<file path="config.mk">
export PLATFORM = sky130hd
export DESIGN_NAME = aes_bram_port_ctrl_flat
export DESIGN_NICKNAME = d
export VERILOG_FILES = /design/src/rtl/aes_bram_port_ctrl_if.sv /design/src/rtl/aes_bram_port_ctrl.sv /design/src/flat_wrapper.sv
export SDC_FILE = /design/constraint.sdc
export NUM_CORES = 1
export LEC_CHECK = 0
export BUFFER_PORTS_ARGS = -buffer_cell sky130_fd_sc_hd__buf_2
export CORE_ASPECT_RATIO = 2
export CORE_MARGIN = 2
export CORE_UTILIZATION = 50
export CTS_BUF_LIST = sky130_fd_sc_hd__clkbuf_16
export CTS_CLUSTER_DIAMETER = 100
export CTS_CLUSTER_SIZE = 10
export DETAILED_ROUTE_END_ITERATION = 12
export HOLD_SLACK_MARGIN = 0.12
export PLACE_DENSITY = 0.88
export SYNTH_ARGS = -nofsm -noshare
export SYNTH_HDL_FRONTEND = slang
export SYNTH_SLANG_ARGS = --single-unit
</file>
<file path="constraint.sdc">
create_clock -name aes_clk -period 3 [get_ports aes_clk]
set_clock_uncertainty 0.15 [all_clocks]
set_input_delay 0.15 -clock aes_clk [delete_from_list [all_inputs] [get_ports aes_clk]]
set_output_delay 0.15 -clock aes_clk [all_outputs]
set_load 0.02 [all_outputs]
</file>
<file path="src/rtl/aes_bram_port_ctrl_if.sv">
// Request/response handshake between the AES top-level controller and the
// BRAM port controller.
interface aes_bram_port_ctrl_if;
    logic        aes_start_read;
    logic        aes_start_write;
    logic [31:0] aes_bram_addr;
    logic [31:0] aes_bram_write_data;
    logic [31:0] aes_bram_read_data;
    logic        bram_complete;
    logic        ctrl_busy;
    logic        ctrl_error;

    modport master (
        output aes_start_read,
        output aes_start_write,
        output aes_bram_addr,
        output aes_bram_write_data,
        input  aes_bram_read_data,
        input  bram_complete,
        input  ctrl_busy,
        input  ctrl_error
    );

    modport slave (
        input  aes_start_read,
        input  aes_start_write,
        input  aes_bram_addr,
        input  aes_bram_write_data,
        output aes_bram_read_data,
        output bram_complete,
        output ctrl_busy,
        output ctrl_error
    );
endinterface

</file>
<file path="src/rtl/aes_bram_port_ctrl.sv">
// Turns AES start_read/start_write level requests into native single-port BRAM
// cycles, hiding the BRAM read latency behind one uniform complete handshake.
module aes_bram_port_ctrl #(
    parameter int ADDR_WIDTH    = 32,
    parameter int READ_LATENCY  = 2,
    parameter int WRITE_LATENCY = 1
) (
    input  logic                    aes_clk,
    input  logic                    aes_rst_n,
    aes_bram_port_ctrl_if.slave     aes_if,
    output logic                    bram_en,
    output logic [3:0]              bram_we,
    output logic [ADDR_WIDTH-1:0]   bram_addr,
    output logic [31:0]             bram_din,
    input  logic [31:0]             bram_dout
);

    typedef enum logic [1:0] {
        IDLE     = 2'd0,
        RD_ISSUE = 2'd1,
        RD_WAIT  = 2'd2,
        WR_ISSUE = 2'd3
    } state_t;

    localparam logic [3:0] RD_LOAD = 4'(READ_LATENCY - 1);
    localparam logic [3:0] WR_LOAD = 4'(WRITE_LATENCY - 1);

    state_t                  state_r, state_next_s;
    logic                    rd_prev_r, wr_prev_r;
    logic [3:0]              cnt_r, cnt_next_s;
    logic                    en_r, en_next_s;
    logic [3:0]              we_r, we_next_s;
    logic [ADDR_WIDTH-1:0]   addr_r, addr_next_s;
    logic [31:0]             din_r, din_next_s;
    logic [31:0]             rdata_r, rdata_next_s;
    logic                    complete_r, complete_next_s;
    logic                    busy_r, busy_next_s;
    logic                    error_r, error_next_s;

    logic                    rd_edge_s, wr_edge_s, any_edge_s, misaligned_s;
    logic [ADDR_WIDTH-1:0]   aligned_addr_s;

    // Requesters hold start high until complete, so only rising edges count.
    assign rd_edge_s      = aes_if.aes_start_read  & ~rd_prev_r;
    assign wr_edge_s      = aes_if.aes_start_write & ~wr_prev_r;
    assign any_edge_s     = rd_edge_s | wr_edge_s;
    assign misaligned_s   = (aes_if.aes_bram_addr[1:0] != 2'b00);
    assign aligned_addr_s = {aes_if.aes_bram_addr[ADDR_WIDTH-1:2], 2'b00};

    // Next-state and next-output logic; every output is registered below.
    always_comb begin
        state_next_s    = state_r;
        cnt_next_s      = cnt_r;
        en_next_s       = en_r;
        we_next_s       = we_r;
        addr_next_s     = addr_r;
        din_next_s      = din_r;
        rdata_next_s    = rdata_r;
        complete_next_s = 1'b0;
        busy_next_s     = busy_r;
        error_next_s    = error_r;

        case (state_r)
            IDLE: begin
                if (complete_r) begin
                    // Completion cycle still counts as busy: late edges are flagged.
                    busy_next_s  = 1'b0;
                    error_next_s = error_r | any_edge_s;
                end else if (rd_edge_s) begin
                    state_next_s = RD_ISSUE;
                    en_next_s    = 1'b1;
                    we_next_s    = 4'h0;
                    addr_next_s  = aligned_addr_s;
                    din_next_s   = aes_if.aes_bram_write_data;
                    busy_next_s  = 1'b1;
                    error_next_s = error_r | wr_edge_s | misaligned_s;
                end else if (wr_edge_s) begin
                    state_next_s = WR_ISSUE;
                    en_next_s    = 1'b1;
                    we_next_s    = 4'hF;
                    addr_next_s  = aligned_addr_s;
                    din_next_s   = aes_if.aes_bram_write_data;
                    cnt_next_s   = WR_LOAD;
                    busy_next_s  = 1'b1;
                    error_next_s = error_r | misaligned_s;
                end else begin
                    state_next_s = IDLE;
                end
            end
            RD_ISSUE: begin
                en_next_s    = 1'b0;
                cnt_next_s   = RD_LOAD;
                state_next_s = RD_WAIT;
                error_next_s = error_r | any_edge_s;
            end
            RD_WAIT: begin
                error_next_s = error_r | any_edge_s;
                if (cnt_r == 4'd0) begin
                    rdata_next_s    = bram_dout;
                    complete_next_s = 1'b1;
                    state_next_s    = IDLE;
                end else begin
                    cnt_next_s = cnt_r - 4'd1;
                end
            end
            WR_ISSUE: begin
                error_next_s = error_r | any_edge_s;
                if (cnt_r == 4'd0) begin
                    en_next_s       = 1'b0;
                    we_next_s       = 4'h0;
                    complete_next_s = 1'b1;
                    state_next_s    = IDLE;
                end else begin
                    cnt_next_s = cnt_r - 4'd1;
                end
            end
            default: begin
                state_next_s = IDLE;
                en_next_s    = 1'b0;
                we_next_s    = 4'h0;
                busy_next_s  = 1'b0;
            end
        endcase
    end

    // State, counter, edge history and registered outputs.
    always_ff @(posedge aes_clk or negedge aes_rst_n) begin
        if (!aes_rst_n) begin
            state_r    <= IDLE;
            rd_prev_r  <= 1'b0;
            wr_prev_r  <= 1'b0;
            cnt_r      <= 4'd0;
            en_r       <= 1'b0;
            we_r       <= 4'h0;
            addr_r     <= '0;
            din_r      <= 32'h0;
            rdata_r    <= 32'h0;
            complete_r <= 1'b0;
            busy_r     <= 1'b0;
            error_r    <= 1'b0;
        end else begin
            state_r    <= state_next_s;
            rd_prev_r  <= aes_if.aes_start_read;
            wr_prev_r  <= aes_if.aes_start_write;
            cnt_r      <= cnt_next_s;
            en_r       <= en_next_s;
            we_r       <= we_next_s;
            addr_r     <= addr_next_s;
            din_r      <= din_next_s;
            rdata_r    <= rdata_next_s;
            complete_r <= complete_next_s;
            busy_r     <= busy_next_s;
            error_r    <= error_next_s;
        end
    end

    assign bram_en                   = en_r;
    assign bram_we                   = we_r;
    assign bram_addr                 = addr_r;
    assign bram_din                  = din_r;
    assign aes_if.aes_bram_read_data = rdata_r;
    assign aes_if.bram_complete      = complete_r;
    assign aes_if.ctrl_busy          = busy_r;
    assign aes_if.ctrl_error         = error_r;

endmodule

</file>
<file path="src/flat_wrapper.sv">
// flat-port wrapper written by rule: the top's interface ports become plain ports
module aes_bram_port_ctrl_flat 
#(
    parameter int ADDR_WIDTH    = 32,
    parameter int READ_LATENCY  = 2,
    parameter int WRITE_LATENCY = 1
)
  (aes_clk, aes_rst_n, bram_en, bram_we, bram_addr, bram_din, bram_dout, aes_if_aes_start_read, aes_if_aes_start_write, aes_if_aes_bram_addr, aes_if_aes_bram_write_data, aes_if_aes_bram_read_data, aes_if_bram_complete, aes_if_ctrl_busy, aes_if_ctrl_error);
  aes_bram_port_ctrl_if aes_if_i ();
  input  logic aes_clk;
  input  logic aes_rst_n;
  output logic bram_en;
  output logic [3:0] bram_we;
  output logic [ADDR_WIDTH-1:0] bram_addr;
  output logic [31:0] bram_din;
  input  logic [31:0] bram_dout;
  input wire logic [$bits(aes_if_i.aes_start_read)-1:0] aes_if_aes_start_read;
  input wire logic [$bits(aes_if_i.aes_start_write)-1:0] aes_if_aes_start_write;
  input wire logic [$bits(aes_if_i.aes_bram_addr)-1:0] aes_if_aes_bram_addr;
  input wire logic [$bits(aes_if_i.aes_bram_write_data)-1:0] aes_if_aes_bram_write_data;
  output wire logic [$bits(aes_if_i.aes_bram_read_data)-1:0] aes_if_aes_bram_read_data;
  output wire logic [$bits(aes_if_i.bram_complete)-1:0] aes_if_bram_complete;
  output wire logic [$bits(aes_if_i.ctrl_busy)-1:0] aes_if_ctrl_busy;
  output wire logic [$bits(aes_if_i.ctrl_error)-1:0] aes_if_ctrl_error;
  assign aes_if_i.aes_start_read = aes_if_aes_start_read;
  assign aes_if_i.aes_start_write = aes_if_aes_start_write;
  assign aes_if_i.aes_bram_addr = aes_if_aes_bram_addr;
  assign aes_if_i.aes_bram_write_data = aes_if_aes_bram_write_data;
  assign aes_if_aes_bram_read_data = aes_if_i.aes_bram_read_data;
  assign aes_if_bram_complete = aes_if_i.bram_complete;
  assign aes_if_ctrl_busy = aes_if_i.ctrl_busy;
  assign aes_if_ctrl_error = aes_if_i.ctrl_error;
  aes_bram_port_ctrl #(.ADDR_WIDTH(ADDR_WIDTH), .READ_LATENCY(READ_LATENCY), .WRITE_LATENCY(WRITE_LATENCY)) u_core (.aes_clk(aes_clk), .aes_rst_n(aes_rst_n), .aes_if(aes_if_i), .bram_en(bram_en), .bram_we(bram_we), .bram_addr(bram_addr), .bram_din(bram_din), .bram_dout(bram_dout));
endmodule
</file>
==> impl_metrics.yaml <==
setup_path:
  path_class: "flop to flop"
  worstSetupStartpointType: "flop"
  path_common_cell: "inv_1"
  arrival_ns: 2.42
  critPathBufInv: 3
  cp_max_fo: 45
  crit_chain: "inv_1 > ha_1 > inv_1 > a211oi_4 > buf_4 > mux2_2"
  cp-end-kind: "flop"
  worst_ep_required_time_ns: 3.07
  max_stage_delay_ns: 0.52
  cp_slowest_cell: "buf_4"
  cpLargestDelayFamily: "buffers and inverters"
synth:
  seq_area_frac_synth_pct: 62.3
  synthArstFlopShare_pct: 100
  avgSynthCellArea_sq_um: 15.0
  synth_area_leaders: "dfrtp_1 62%, mux2_2 23%, ha_1 2.0%"
  yosysWarnings: 0
  synth-seq-cells: 107
  yosys.area.top_type: "dfrtp_1"
  syn_area_sq_um: 4300
  syn_inst: 287
  yosysUniqueCellTypes: 30
  synth-edff-count: 0
  netlist_top_cells_count: "107 x dfrtp_1, 89 x mux2_2, 11 x o21ai_0, 8 x a21oi_1"
  synth_top_area_share_pct: 62.3
  synthMostInstantiatedCell: "dfrtp_1"
  synthFlopType: "dfrtp_1"
pwr:
  powerDensity_nw_per_um2: 1060
  total_leakage_power_nw: 3.19
  ir_drop_mv: 0.613
timing:
  setup_violations: 0
  finalCriticalPeriod_ns: 2.36
  worst_slew_margin_rel_pct: 53.0
  fin_tns_setup_ns: 0
  tightest_slew_ns: 0.705
  finalHoldViolCount: 0
  max_freq_mhz: 424
  drv_slew: 0
  worst_hold_slack_ns: 0.228
  grt_setup_unrepaired: "no"
  post-route-period-util_pct: 78.5
clocking:
  clock_latency_ns: 0.34
  clkTransAtPathRegs_ns: 0.07
  cts_buffers: 9
  cts_buffer_depth: 2
  clkSinkCount: 107
  cts-root-buf: "clkbuf_16"
  htreeDepth: 3
  cts_tree: "done"
global_routing:
  grt_util_all_layers_pct: 28.3
  grt_pass1_wl_microns: 20400
  antenna_found_initial: 0
  grt_max_degree: 56
  grt_overflow: 0
  grt_pass1_vias: 3920
detailed_routing:
  dr.pass1.iters: 4
  post_drt_via_cell_ratio: 5.19
  drtIter0Drc: 128
  post_drt_wl_per_cell_microns: 18.9
  antenna_left: 0
  wl_microns: 13000
  vias: 3575
  drt_drc_violations_left: 0
floorplanning:
  die-width_microns: 69.6
  num_io_pins: 204
  core-area_sq_um: 8290
  die-area_sq_um: 9400
  row_count: 47
  initial_core_util_pct: 51.9
  die_y_microns: 135
placement:
  numPortBuffers: 201
  placedCellCount: 574
  finalWeightedCongestion: 0.801
  hpwl_microns: 7880
job:
  maxCapViolations: 0
run_status:
  status: "finished clean"
layout:
  final_nets: 693
  area_growth_syn_to_layout_pct: 54.0
  finalNonFillerCells: 689
  layout-drive-gt1-share_pct: 52.5
min_path:
  hold_class: "primary input to asynchronous set/reset pin"
==> cells by family (layout without fill, tap and decap cells) <==
group | Yosys count | after routing | share of synthesized area [%]
AOI/OAI and AO/OA | 26 | 26 | 3.81
adders and majority gates | 7 | 7 | 2.04
buffers and inverters | 24 | 326 | 3.70
DFF | 107 | 107 | 62.3
muxes | 95 | 95 | 24.8
other | 1 | 3 | 0.0872
and+or+nand+nor | 27 | 27 | 3.26
==> routing by layer <==
layer | GRT usage [%] | part of all wire [%] | up-vias
li1 | - | - | 1597
met1 | 28.5 | 33 | 1782
met2 | 52.9 | 57 | 150
met3 | 5.95 | 4.9 | 46
met4 | 15.7 | 4.3 | 0
met5 | 0 | 0 | -
==> path summary, 6_finish.rpt <==
kind | end | slack, ns | startpoint | cells past startpoint
max | u_core.bram_addr[16] | 0.64 | u_core.state_r[1] | 6
min | u_core.bram_din[10] | 0.23 | aes_rst_n | 2
max reg2reg | u_core.bram_addr[16] | 0.64 | u_core.state_r[1] | 6
min reg2reg | u_core.aes_if.ctrl_error | 0.31 | u_core.aes_if.ctrl_error | 1
max in group asynchronous | u_core.bram_din[20] | 1.72 | aes_rst_n | 3
min in group aes_clk | u_core.aes_if.ctrl_error | 0.31 | u_core.aes_if.ctrl_error | 1
==> stage by stage <==
step / cell area, sq um / setup slack (ns) / power, mW / utilization [%]
after global placement: 5350 / 0.778 / 5.56 / 64.5
after floorplan: 4300 / 0.957 / 4.66 / -
after detailed placement: 5350 / 0.675 / 5.71 / 64.5
after CTS: 6620 / 0.679 / 6.95 / 79.8
after global routing: 6620 / 0.500 / 7.36 / 79.8
final: 6620 / 0.644 / 7.04 / 79.9
==> layout by cell type, fill, tap and decap left out, types with 2 or more instances in the layout <==
cell	synthesis	routed
o21ai_0	11	11
nand2_1	6	6
ha_1	7	7
dlygate4sd3_1	0	99
mux2_1	5	5
nor3_1	4	4
buf_4	5	4
conb_1	1	2
clkbuf_16	0	9
buf_2	4	200
nand2b_1	3	3
inv_1	7	8
dfrtp_1	107	107
mux2_2	89	89
nor2_1	6	6
a21oi_1	8	8
and2_1	2	2
o31ai_1	2	2
==> report_power, final <==
group,total (mW),switching (mW),internal (mW)
logic,3.30,1.88,1.41
registers,2.60,0.443,2.15
clock network,1.14,0.507,0.637
total,7.04,2.83,4.20
==> cell type report <==
cell class                      count  area, sq um
Multi-Input combinational cell    157         1470
Antenna cell                        1         2.50
Clock inverter                      6         58.8
Tap cell                           98          123
Clock buffer                        9          225
Sequential cell                   107         2680
Inverter                            7         26.3
Timing Repair Buffer              304         2040
Fill cell                         472         1670
==> repair_timing <==
action | CTS | global route
resized for setup | 0 | 0
hold endpoints to repair | 149 | 0
hold buffers | 99 | 0
setup buffers | 0 | 0
==> state kept, by name, indices dropped and copies added (netlist names) <==
signal,cells
u_core.bram_addr,30
u_core.bram_en,1
u_core.cnt_r,4
u_core.bram_din,32
u_core.aes_if.ctrl_busy,1
u_core.bram_we,1
u_core.rd_prev_r,1
u_core.wr_prev_r,1
u_core.state_r,2
u_core.aes_if.bram_complete,1
u_core.aes_if.aes_bram_read_data,32
u_core.aes_if.ctrl_error,1
Note: power is estimated with default switching activity, not from simulation.
